<file path="config.mk">
export PLATFORM = sky130hd
export DESIGN_NAME = bullet_scheduler
export DESIGN_NICKNAME = d
export VERILOG_FILES = /design/src/rtl/bullet_scheduler.sv
export SDC_FILE = /design/constraint.sdc
export NUM_CORES = 1
export LEC_CHECK = 0
export CAP_MARGIN = 20
export CORE_AREA = 3 3 177 179
export CTS_BUF_LIST = sky130_fd_sc_hd__clkbuf_4
export CTS_CLUSTER_SIZE = 10
export DETAILED_ROUTE_END_ITERATION = 16
export DIE_AREA = 0 0 180 182
export PLACE_DENSITY = 0.79
export SETUP_SLACK_MARGIN = 0.4
export SYNTH_ARGS = -nofsm -noshare
export SYNTH_HDL_FRONTEND = slang
export SYNTH_SLANG_ARGS = --single-unit
</file>
<file path="constraint.sdc">
create_clock -name vgaclk -period 13.6 [get_ports vgaclk]
set_input_delay 2.04 -clock vgaclk [delete_from_list [all_inputs] [get_ports vgaclk]]
set_output_delay 2.04 -clock vgaclk [all_outputs]
set_load 0.005 [all_outputs]
</file>
<file path="src/rtl/bullet_scheduler.sv">
// bullet_scheduler: owns the BulletBill slots, spawns a bullet on a fire request,
// advances live bullets once per STEP_FRAMES vblanks and turns DDAVER hits into kill requests.
module bullet_scheduler #(
  parameter int unsigned NUM_BULLETS = 3,
  parameter int unsigned ENEMY_ROWS  = 5,
  parameter int unsigned ENEMY_COLS  = 6,
  parameter logic [3:0]  SPAWN_Y     = 4'd11,
  parameter int unsigned STEP_FRAMES = 2
) (
  input  logic                   vgaclk,
  input  logic                   rst,
  input  logic                   frame_tick,
  input  logic                   fire,
  input  logic [11:0]            fire_color,
  input  logic [3:0]             blockieee,
  input  logic [11:0]            ddavers [0:ENEMY_ROWS-1][0:ENEMY_COLS-1],
  output logic [11:0]            bulletBillColor [0:NUM_BULLETS-1],
  output logic [3:0]             bulletBillXLoc  [0:NUM_BULLETS-1],
  output logic [3:0]             bulletBillYLoc  [0:NUM_BULLETS-1],
  output logic [NUM_BULLETS-1:0] bullet_active,
  output logic                   kill_valid,
  output logic [2:0]             kill_row,
  output logic [2:0]             kill_col,
  output logic                   fire_drop,
  output logic                   frame_overrun
);

  localparam int unsigned IDX_W  = (NUM_BULLETS > 1) ? $clog2(NUM_BULLETS) : 1;
  localparam int unsigned CNT_W  = (STEP_FRAMES > 1) ? $clog2(STEP_FRAMES) : 1;
  localparam int unsigned CELLS  = ENEMY_ROWS * ENEMY_COLS;
  localparam int unsigned KILL_W = (CELLS > 1) ? $clog2(CELLS) : 1;

  typedef enum logic [1:0] {StIdle, StScan, StDone} state_t;

  state_t                 r_state;
  logic [IDX_W-1:0]       r_idx;
  logic                   r_move;
  logic [CNT_W-1:0]       r_step;
  logic                   r_pending;
  logic [11:0]            r_pcolor;
  logic [3:0]             r_px;
  logic [CELLS-1:0]       r_killed;
  logic [11:0]            r_color [0:NUM_BULLETS-1];
  logic [3:0]             r_x     [0:NUM_BULLETS-1];
  logic [3:0]             r_y     [0:NUM_BULLETS-1];
  logic [NUM_BULLETS-1:0] r_active;
  logic                   r_kill_valid;
  logic [2:0]             r_kill_row;
  logic [2:0]             r_kill_col;
  logic                   r_fire_drop;
  logic                   r_overrun;

  logic                   w_cur_active;
  logic [11:0]            w_cur_color;
  logic [3:0]             w_cur_x;
  logic [3:0]             w_cur_y;
  logic [3:0]             w_new_y;
  logic [11:0]            w_cell;
  logic [KILL_W-1:0]      w_cell_idx;
  logic                   w_in_grid;
  logic                   w_blocked;
  logic                   w_free_found;
  logic [IDX_W-1:0]       w_free_idx;

  always_comb begin
    w_cur_active = 1'b0;
    w_cur_color  = '0;
    w_cur_x      = '0;
    w_cur_y      = '0;
    for (int i = 0; i < int'(NUM_BULLETS); i++) begin
      if (r_idx == IDX_W'(i)) begin
        w_cur_active = r_active[i];
        w_cur_color  = r_color[i];
        w_cur_x      = r_x[i];
        w_cur_y      = r_y[i];
      end
    end
    w_new_y = w_cur_y - 4'd1;
  end

  // A cell killed earlier in this scan still shows in ddavers; treat it as empty.
  always_comb begin
    w_cell     = '0;
    w_cell_idx = '0;
    w_in_grid  = 1'b0;
    for (int r = 0; r < int'(ENEMY_ROWS); r++) begin
      for (int c = 0; c < int'(ENEMY_COLS); c++) begin
        if (w_new_y == 4'(r) && w_cur_x == 4'(c)) begin
          w_cell     = ddavers[r][c];
          w_cell_idx = KILL_W'(r * int'(ENEMY_COLS) + c);
          w_in_grid  = 1'b1;
        end
      end
    end
    w_blocked = w_in_grid && (w_cell != 12'h000) && !r_killed[w_cell_idx];
  end

  always_comb begin
    w_free_found = 1'b0;
    w_free_idx   = '0;
    for (int i = int'(NUM_BULLETS) - 1; i >= 0; i--) begin
      if (!r_active[i]) begin
        w_free_found = 1'b1;
        w_free_idx   = IDX_W'(i);
      end
    end
  end

  always_ff @(posedge vgaclk) begin
    if (rst) begin
      r_state      <= StIdle;
      r_idx        <= '0;
      r_move       <= 1'b0;
      r_step       <= '0;
      r_pending    <= 1'b0;
      r_pcolor     <= '0;
      r_px         <= '0;
      r_killed     <= '0;
      r_active     <= '0;
      r_kill_valid <= 1'b0;
      r_kill_row   <= '0;
      r_kill_col   <= '0;
      r_fire_drop  <= 1'b0;
      r_overrun    <= 1'b0;
      for (int i = 0; i < int'(NUM_BULLETS); i++) begin
        r_color[i] <= '0;
        r_x[i]     <= '0;
        r_y[i]     <= '0;
      end
    end else begin
      r_kill_valid <= 1'b0;
      r_fire_drop  <= 1'b0;
      r_overrun    <= 1'b0;

      unique case (r_state)
        StIdle: begin
          if (frame_tick) begin
            r_state  <= StScan;
            r_idx    <= '0;
            r_killed <= '0;
            r_move   <= (r_step == CNT_W'(STEP_FRAMES - 1));
            if (r_step == CNT_W'(STEP_FRAMES - 1)) begin
              r_step <= '0;
            end else begin
              r_step <= r_step + 1'b1;
            end
          end else if (r_pending) begin
            r_pending <= 1'b0;
            if (w_free_found) begin
              r_active[w_free_idx] <= 1'b1;
              r_color[w_free_idx]  <= r_pcolor;
              r_x[w_free_idx]      <= r_px;
              r_y[w_free_idx]      <= SPAWN_Y;
            end else begin
              r_fire_drop <= 1'b1;
            end
          end
        end

        StScan: begin
          if (r_move && w_cur_active) begin
            if (w_cur_y == 4'd0 || w_blocked) begin
              r_active[r_idx] <= 1'b0;
              r_color[r_idx]  <= '0;
              r_x[r_idx]      <= '0;
              r_y[r_idx]      <= '0;
              if (w_cur_y != 4'd0 && w_cell == w_cur_color) begin
                r_kill_valid         <= 1'b1;
                r_kill_row           <= w_new_y[2:0];
                r_kill_col           <= w_cur_x[2:0];
                r_killed[w_cell_idx] <= 1'b1;
              end
            end else begin
              r_y[r_idx] <= w_new_y;
            end
          end
          if (r_idx == IDX_W'(NUM_BULLETS - 1)) begin
            r_state <= StDone;
          end else begin
            r_idx <= r_idx + 1'b1;
          end
        end

        StDone: r_state <= StIdle;

        default: r_state <= StIdle;
      endcase

      if (frame_tick && r_state != StIdle) begin
        r_overrun <= 1'b1;
      end

      // A new request arriving while the old one is serviced stays pending.
      if (fire) begin
        r_pending <= 1'b1;
        r_pcolor  <= fire_color;
        r_px      <= blockieee;
      end
    end
  end

  assign bulletBillColor = r_color;
  assign bulletBillXLoc  = r_x;
  assign bulletBillYLoc  = r_y;
  assign bullet_active   = r_active;
  assign kill_valid      = r_kill_valid;
  assign kill_row        = r_kill_row;
  assign kill_col        = r_kill_col;
  assign fire_drop       = r_fire_drop;
  assign frame_overrun   = r_overrun;

endmodule
</file>
# --- Word level (Yosys, flattened, before mapping) ---
# Index checks and enable logic that the tools add are counted.
word_totals:
  ff_bits: 125
  in_bits: 380
  out_inout_bits: 72
op_classes:
  n_addsub: 3
  order_cmp: 10
  n_eq_ne: 23
  muxes: 168
  bitwise_logic: 19
  reduce_logical: 62
ops:
  columns: ["operator", "n"]
  rows:
  - ["$mux W12", 45]
  - ["$mux W36", 5]
  - ["$mux W5", 28]
  - ["$mux W30", 4]
  - ["$pmux W36 S2", 1]
  - ["$pmux W30 S2", 1]
  - ["$demux W12 S2", 2]
  - ["$mux W1", 48]
  - ["$pmux W12 S2", 2]
  - ["$logic_and A1 B1 Y1", 40]
  - ["$and A36 B36 Y36", 1]
  - ["$bwmux W36", 1]
  - ["$not A36 Y36", 1]
  - ["$mux W4", 8]
  - ["$or A30 B30 Y30", 1]
  - ["$and A12 B12 Y12", 2]
  - ["$bwmux W12", 2]
  - ["$ne A2 B2 Y1 const B", 9]
  - ["$demux W4 S2", 2]
  - ["$eq A4 B2 Y1 const B", 4]
  - ["$mux W3", 5]
  - ["$mux W2", 7]
  - ["$eq A12 B12 Y1", 1]
  - ["$eq A4 B3 Y1 const B", 3]
  - ["other kinds (38)", 62]

# --- Logic depth before layout (Yosys ltp) ---
# Gate-level depths: netlist of run 1.
depth:
  word_depth: 45
  mapped_depth: 26

# --- Worst setup path after synthesis of run 1 ---
# Ideal clock, no wire load.
synth_path:
  kind: "flip-flop to flip-flop"
  startpoint: "register r_idx[1]"
  endpoint: "register r_kill_col[0] (netlist: kill_col[0])"
  setup_time_ns: 0.116
  t_arrival_ns: 5.071
  required_time_ns: 13.484
  path_slack_ns: 8.414
  stages_incl_launch_ff: 22
  synth_period_minus_slack_ns: 5.186
  path_cell_list: "dfxtp_1 > inv_1 > ha_1 > buf_4 > a21oi_1 > a22oi_4 > inv_4 > ha_1 > clkbuf_1 > nand2b_1 > a211oi_1 > and4_4 > o31ai_1 > o2111ai_1 > a2111oi_1 > o32ai_1 > xnor2_1 > nand4_1 > or4_4 > or4_4 > o311a_1 > a31o_1"
synth_between:
  elab_chain_len: 42
  elab_cells_between_ends: 159
  classes_between: "add/sub: 1; eq/ne: 12; mux: 103; reduce/logical: 43"
synth_rtl:
  columns: ["element", "line_no", "rtl"]
  rows:
  - ["start, declared", "36", "logic [IDX_W-1:0] r_idx;"]
  - ["start signal, assigned", "180", "r_idx <= r_idx + 1'b1;"]
  - ["$logic_not A2 Y1", "71", "if (r_idx == IDX_W'(i)) begin"]
  - ["$mux W4 (2 in a row)", "71", null]
  - ["$mux W4 *", "71", null]
  - ["$sub A4 B1 Y4 *", "78", "w_new_y = w_cur_y - 4'd1;"]
  - ["net w_new_y[0]", "57", "logic [3:0] w_new_y;"]
  - ["$logic_not A4 Y1", "88", "if (w_new_y == 4'(r) && w_cur_x == 4'(c)) begin"]
  - ["$logic_and A1 B1 Y1", "88", null]
  - ["$mux W1 / $mux W12 (equally long branches)", "88", null]
  - ["$mux W5 / $mux W12 (equally long branches) (28 in a row)", "88", null]
  - ["$bmux W1 S5 / $mux W12 (equally long branches)", "95, 88", null]
  - ["$mux W1 (implied by the code) / $reduce_bool A12 Y1 (equally long branches)", "95", "w_blocked = w_in_grid && (w_cell != 12'h000) && !r_killed[w_cell_idx];"]
  - ["$logic_not A1 Y1 / $logic_and A1 B1 Y1 (equally long branches)", "95", null]
  - ["$logic_and A1 B1 Y1", "95", null]
  - ["$logic_or A1 B1 Y1", "162", "if (w_cur_y == 4'd0 || w_blocked) begin"]
  - ["$reduce_and A4 Y1 (no line) *", null, null]
  - ["end signal, assigned", "170", "r_kill_col <= w_cur_x[2:0];"]
  - ["end, declared", "49", "logic [2:0] r_kill_col;"]
# The timed path passes the listed nets; every way through them passes the cells marked *. The select of a mux whose other input is x is not followed.
# A chain may end at the register's enable or synchronous reset.

# --- Final worst setup path of run 1 ---
layout_path:
  startpoint: "register r_idx[1]"
  endpoint: "register r_killed[8]"
layout_between:
  elab_chain_len: 45
  elab_cells_between_ends: 172
  classes_between: "add/sub: 1; order compare: 2; eq/ne: 15; mux: 109; bitwise: 1; reduce/logical: 44"
layout_rtl:
  columns: ["element", "line_no", "rtl"]
  rows:
  - ["$logic_not A2 Y1", "71", null]
  - ["$mux W4 (3 in a row)", "71", null]
  - ["$sub A4 B1 Y4", "78", null]
  - ["$logic_not A4 Y1", "88", null]
  - ["$logic_and A1 B1 Y1", "88", null]
  - ["$mux W1", "88", null]
  - ["$mux W5 (28 in a row)", "88", null]
  - ["$lt A5 B6 Y1 (implied by the code) / $ge A5 B1 Y1 (equally long branches)", "171", "r_killed[w_cell_idx] <= 1'b1;"]
  - ["$logic_and A1 B1 Y1 (implied by the code)", "171", null]
  - ["$mux W1 (implied by the code)", "171", null]
  - ["$demux W1 S5", "171", null]
  - ["$or A30 B30 Y30 (no line)", null, null]
  - ["$mux W30", "167", "if (w_cur_y != 4'd0 && w_cell == w_cur_color) begin"]
  - ["$mux W30", "162", null]
  - ["$mux W30", "161", "if (r_move && w_cur_active) begin"]
  - ["$pmux W30 S2", "135", "unique case (r_state)"]
  - ["end signal, assigned", "118", "r_killed <= '0;"]
  - ["end signal, assigned", "140", "r_killed <= '0;"]
  - ["end signal, assigned by index", "171", null]
  - ["end, declared", "42", "logic [CELLS-1:0] r_killed;"]
# Several ways; a longest one is shown, not always the timed one. The select of a mux whose other input is x is not followed.

==> flow_summary.json, run 1 <==
{
  "antenna_found_initial": 6,
  "layout.area.seq_um2": 2502,
  "synth_cell_types": 98,
  "io_pins": 452,
  "placement.setup.worst_slack_ns": 6.490,
  "grt_pass1_vias": 14850,
  "htree_levels": 4,
  "layout_commonest_cell": "clkdlybuf4s50_1",
  "syn2layout_area_growth_pct": 42.86,
  "commonest_cells_after_routing_fill_and_taps_aside": "451 x clkdlybuf4s50_1, 210 x nand2_1, 152 x nor2_1",
  "ant_nets": 0,
  "static-leakage-power_uw": 0.005669,
  "cts_sinks": 125,
  "worst-endpoint-required_ns": 14.10,
  "max_cap_violations": 0,
  "syn-mean-instance-area_um2": 7.316,
  "min_period_ns": 7.332,
  "critPathLaunchType": "flop",
  "die_w_um": 180,
  "synth-edff-count": 0,
  "cts_tree": "built",
  "final_critical_path_setup_slack_ns": 6.268,
  "run_status": "finished, final reports clean",
  "power_density_nw_per_um2": 66.51,
  "design.core.area_um2": 29720,
  "die_h_um": 182,
  "critPathCaptureType": "flop",
  "worst_ir_drop_vdd_mv": 0.06333,
  "floorplan.rows": 63,
  "avgRoutedWirePerCell_um": 28.49,
  "setup_violations": 0,
  "routed_wirelength_um": 66910,
  "worst_ep_arrival_time_ns": 7.83,
  "resized_cells_post_cts": 0,
  "finalCritPeriodShare": 0.5391,
  "unrepaired_setup_endpoints_after_global_routing": "no",
  "largest_fanout_on_the_critical_path": 82,
  "overflow": 0,
  "layout.nets": 2329,
  "grt_start_max_net_pins": 83,
  "layout.filler_cells": 2802,
  "max_clock_freq_mhz": 136.4,
  "clk_path_buf_depth": 2,
  "synthArstFlopShare": 0,
  "fin_worst_skew_ns": 0.03226,
  "gp_weighted_congestion": 0.9997,
  "die_area_um2": 32760,
  "drt_pre_antenna_iters": 6,
  "mappedNetlistNets": 1955,
  "cell_area_after_layout_um2": 16380,
  "drt-initial-drc-count": 2058,
  "cts.clk_slew.worst_paths_ns": 0.12,
  "dpl_cell_area_um2": 16080,
  "timing_worst_setup_path_type": "flop to flop",
  "cts_made_buffers": 17,
  "clock_insertion_delay_at_the_later_pin_of_the_skew_report_ns": 0.57,
  "vias": 15530,
  "drive_gt1_frac": 0.06807,
  "yosys_most_used_dff": "dfxtp_1",
  "floorplan.initialDensity": 0.3858,
  "grt_pass1_wl_um": 97120,
  "detail_route.vias_per_cell": 6.609,
  "timing.hold.worst.class": "flop to flop",
  "portBuffers": 451,
  "relSlewSlack": 0.3079,
  "clock_tree.root_cell": "clkbuf_4",
  "post_cts_hold_buffer_count": 0,
  "detailed_place_hpwl_um": 50100,
  "combined_area_of_the_multi_input_logic_cells_um2": 8192,
  "mappedNetlistArea_um2": 11460,
  "synthesis.instances": 1567,
  "synth_warnings": 0,
  "setup-tns-final_ns": 0,
  "cts_setup_buffers": 0,
  "post-route-drc-count": 0,
  "timing_hold_violations_final": 0,
  "grt_usage": 0.3825,
  "synth.ff_latch_count": 125,
  "synth-seq-area-share": 0.2183,
  "worst_pin_slew_ns": 1.034,
  "maxSlewViolCount": 0
}
cells in the mapped netlist, drive strengths merged (14+ instances only):
cell type,number,area share
a211oi,36,0.025
nor4,16,0.012
nand4,24,0.014
a32o,22,0.019
buf,90,0.048
nand3,53,0.024
clkbuf,48,0.016
dfxtp,125,0.22
o32ai,14,0.011
nor2,154,0.051
a21oi,111,0.052
a22o,37,0.028
o21ai,128,0.057
a2bb2oi,15,0.011
a31oi,28,0.015
and3,16,0.0087
nor3,37,0.018
inv,20,0.0068
mux2i,60,0.052
o22ai,27,0.015
o211ai,22,0.015
a22oi,27,0.020
nand2,211,0.069
power by group:
| part | total (uW) | switching [uW] | internal [uW] |
|---|---|---|---|
| clock | 260 | 163 | 96.8 |
| combinational | 447 | 257 | 191 |
| sequential | 382 | 8.53 | 373 |
| total | 1090 | 428 | 661 |
logic make-up (layout without fill, tap and decap cells):
family / after synthesis / after routing / share of synthesized area
AOI/OAI and AO/OA: 621 / 621 / 0.3913
xor gates and xnor gates: 12 / 12 / 0.009168
adders and majority gates: 8 / 8 / 0.008732
buffers and inverters: 158 / 545 / 0.07007
DFF: 125 / 125 / 0.2183
muxes: 67 / 67 / 0.06418
other: 0 / 5 / 0
and+or+nand+nor: 576 / 576 / 0.2383
layer usage:
layer | GRT usage | vias up | wire length [um]
met1 | 0.4753 | 7389 | 25350
met4 | 0.2104 | 2 | 4174
li1 | - | 6789 | -
met3 | 0.06711 | 236 | 6359
met2 | 0.6296 | 1109 | 31020
met5 | 0 | - | 12
per-stage QoR:
stage | cells | power, uW | hold slack (ns) | utilization
after floorplan | 1567 | 611.8 | 0.4133 | -
after global placement | 2311 | 819.0 | 0.4297 | 0.5412
after detailed placement | 2311 | 821.2 | 0.4417 | 0.5412
after CTS | 2343 | 1075 | 0.4708 | 0.5504
after global routing | 2349 | 1124 | 0.4886 | 0.5511
final | 2349 | 1089 | 0.4693 | 0.5511
cell type report:
class | instances | area share
Inverter | 20 | 0.004737
Antenna cell | 5 | 0.0007640
Multi-Input combinational cell | 1284 | 0.5002
Timing Repair Buffer | 493 | 0.2949
Clock inverter | 15 | 0.009015
Tap cell | 390 | 0.02980
Sequential cell | 125 | 0.1528
Clock buffer | 17 | 0.007793
sequential cells by signal, indices dropped and copies added, names as in the netlist:
signal and flops:
bulletBillColor 36, bulletBillXLoc 12, bulletBillYLoc 12, bullet_active 3, fire_drop 1, frame_overrun 1, kill_col 3, kill_row 3
kill_valid 1, r_idx 2, r_killed 30, r_move 1, r_pcolor 12, r_pending 1, r_px 4, r_state 2
r_step 1
worst paths after layout:
check              startpoint     endpoint  slack (ns)  cells past startpoint
setup / recovery     r_idx[1]  r_killed[8]        6.27                     17
hold / removal    kill_row[2]  kill_row[2]        0.47                      2
setup reg to reg     r_idx[1]  r_killed[8]        6.27                     17
hold reg to reg   kill_row[2]  kill_row[2]        0.47                      2
critical path, stage by stage (launching register included):
cell,delay [ns]
dfxtp_1,0.38
inv_1,0.08
ha_1,0.38
and3b_1,0.60
o21a_4,0.20
buf_4,0.77
buf_4,0.82
nor2_1,0.32
a22o_1,0.31
a221oi_1,0.33
o22ai_1,0.14
o32ai_1,0.54
xnor2_1,0.18
nand4_1,0.12
or4_4,0.58
nor4_4,0.49
and3_1,0.68
a32o_1,0.27
Power figures use the tool's default switching activity.
==> run 2, diff against run 1 <==
Clock period 13.6 ns to 7.65 ns, I/O delays scaled along.
==> run 2 against run 1 <==
- sequential power grew 78%
- core utilization grew 0.98 points
- highest routed layer unchanged
- final cell count increased by 1.2%
- via count increased by 2.7%
- fmax increased by 6.2%
- count of clock-buffer cells in the layout stayed put
==> flow_summary.json, run 2 (synthesized netlist as in run 1, its figures left out) <==
{
  "layout_commonest_cell": "clkdlybuf4s50_1",
  "drt-initial-drc-count": 2550,
  "max_clock_freq_mhz": 144.8,
  "cts_sinks": 125,
  "max_cap_violations": 0,
  "critPathCaptureType": "flop",
  "numPlacedInstances": 2337,
  "cts_tree": "built",
  "maxSlewViolCount": 0,
  "crit_buf_inv": 2,
  "r2r.worst_path.cells": 17,
  "power.net_switching_uw": 775.9,
  "critPathMostFrequentCell": "a22o_1",
  "static-leakage-power_uw": 0.005828,
  "largest_fanout_on_the_critical_path": 32,
  "largest_register_ffs": 36,
  "timing_worst_setup_path_type": "flop to flop",
  "ant_nets": 0,
  "io_pins": 452,
  "die_h_um": 182,
  "post-route-drc-count": 0,
  "clkPwrFrac": 0.272,
  "antenna_found_initial": 11,
  "drt_pre_antenna_iters": 9,
  "detail_route.vias_per_cell": 6.705,
  "layout.nets": 2355,
  "netSwitchingFraction": 0.3812,
  "floorplan.initialDensity": 0.3858,
  "hold_path.startpoint": "r_killed[21]",
  "cts.clk_slew.worst_paths_ns": 0.13,
  "power_uw": 2036,
  "clk_path_buf_depth": 2,
  "detailed_place_hpwl_um": 52090,
  "pwr-share-comb": 0.394,
  "overflow": 0,
  "cts_made_buffers": 17,
  "timing_hold_violations_final": 0,
  "commonest_cells_after_routing_fill_and_taps_aside": "451 x clkdlybuf4s50_1, 210 x nand2_1, 153 x nor2_1",
  "worst-r2r-setup-slack_ns": 0.75,
  "fin_worst_skew_ns": 0.03161,
  "power_density_nw_per_um2": 122.1,
  "relSlewSlack": 0.2097,
  "post_cts_hold_buffer_count": 0,
  "min_period_ns": 6.905,
  "clock_insertion_delay_at_the_later_pin_of_the_skew_report_ns": 0.56,
  "run_status": "finished, final reports clean",
  "worst_ir_drop_vdd_mv": 0.1295,
  "design.core.area_um2": 29720,
  "hold_depth": 2,
  "avgRoutedWirePerCell_um": 28.56,
  "clock_tree.root_cell": "clkbuf_4",
  "syn2layout_area_growth_pct": 45.41,
  "cell_internal_pwr_uw": 1260,
  "worst_ep_arrival_time_ns": 7.40,
  "gp_weighted_congestion": 1.056,
  "max_stage_delay_ns": 0.70,
  "grt_pass1_wl_um": 98310,
  "grt_pass1_vias": 15140,
  "worst_path_dominant_cell_family": "compound AO/OA/AOI/OAI gates",
  "hold-path-endpoint": "r_killed[21]",
  "worst_r2r_endpoint": "bulletBillColor[0]",
  "r2r-start": "r_idx[0]",
  "timing.hold.worst.class": "flop to flop",
  "critPathLaunchType": "flop",
  "die_w_um": 180,
  "grt_usage": 0.3885,
  "grt_start_max_net_pins": 56,
  "setup-tns-final_ns": 0,
  "floorplan.rows": 63,
  "finalCritPeriodShare": 0.9026,
  "unrepaired_setup_endpoints_after_global_routing": "no",
  "crit_chain": "inv_1 -> ha_2 -> a22o_1 -> ha_1 -> nor2b_1 -> o2111ai_1 -> o211ai_1 -> buf_4 -> a32oi_1 -> a21o_1 -> and2_1 -> a2111oi_0 -> or4_1 -> a211oi_2 -> a211oi_1 -> o21ai_2 -> a22o_1",
  "setup_violations": 0,
  "worst_pin_slew_ns": 1.180,
  "die_area_um2": 32760,
  "vias": 15940,
  "portBuffers": 451,
  "worst-endpoint-required_ns": 8.15,
  "seq_power_share": 0.334,
  "routed_wirelength_um": 67880,
  "cell_with_the_biggest_individual_delay_on_the_critical_path": "o21ai_2",
  "post_layout_nonfiller_instances": 2377,
  "drive_gt1_frac": 0.08131,
  "htree_levels": 4
}
## run 2: worst max-delay path by stage
stage | from | endpoint | slack, ns | depth (start not counted)
finish | r_idx[0] | bulletBillColor[0] | 0.75 | 17
global route | r_idx[0] | bulletBillColor[0] | 0.42 | 17
CTS | r_idx[0] | bulletBillYLoc[8] | 0.75 | 18
detailed placement | r_idx[0] | bulletBillYLoc[8] | 0.82 | 18
global placement | r_idx[0] | bulletBillYLoc[11] | 0.94 | 19
floorplan | r_idx[1] | kill_col[0] | 2.46 | 21
## run 2: what timing repair did
item / 4_1_cts / 5_1_grt
endpoints found under the setup margin: 0 / 72
setup buffers: 0 / 0
gates resized for setup: 0 / 3
endpoints found under the hold margin: 0 / 0
## run 2: area by class of cell
cell class                 instances  area [um2]
antenna                            7       17.52
clock buffer                      17       127.6
clock inverter                    15       221.5
fill                            2781       13050
inverter                          20       77.57
multi-input combinational       1284        8193
sequential                       125        2502
tap                              390       488.0
timing repair buffer             519        5041
## run 2: power groups by stage
| stage | Clock [uW] | Sequential [uW] | Combinational, uW |
|---|---|---|---|
| 6_report | 554 | 679 | 803 |
| 5_1_grt | 588 | 680 | 836 |
| 4_1_cts | 558 | 678 | 771 |
| 3_5_place_dp | 0 | 693 | 767 |
| 3_3_place_gp | 0 | 692 | 765 |
| 2_1_floorplan | 0 | 687 | 400 |
## run 2: worst register-to-register path: cells and delay by family, from the launching register on
family	cells	cell delay, ns
AO/OA/AOI/OAI	10	3.86
adder cells (fa/ha/maj)	2	1.12
AND/OR/NAND/NOR	3	1.05
buffers and inverters	2	0.47
flip-flops	1	0.35
## run 2: metrics by stage
stage | worst slack [ns] | cell area, um2 | hold WS (ns) | util
final | 0.7453 | 16670 | 0.4638 | 0.5609
after global routing | 0.4248 | 16670 | 0.4935 | 0.5609
after CTS | 0.7495 | 16630 | 0.4649 | 0.5596
after global placement | 0.9365 | 16280 | 0.4336 | 0.5479
after floorplan | 2.464 | 11460 | 0.4133 | -
after detailed placement | 0.8218 | 16280 | 0.4364 | 0.5479
## run 2: routing by layer
layer / vias to the layer above / wire length [um] / GRT usage
li1: 6824 / - / -
met1: 7500 / 25060 / 0.4847
met2: 1304 / 30550 / 0.6231
met3: 303 / 7563 / 0.08253
met4: 6 / 4672 / 0.2197
met5: - / 34 / 0
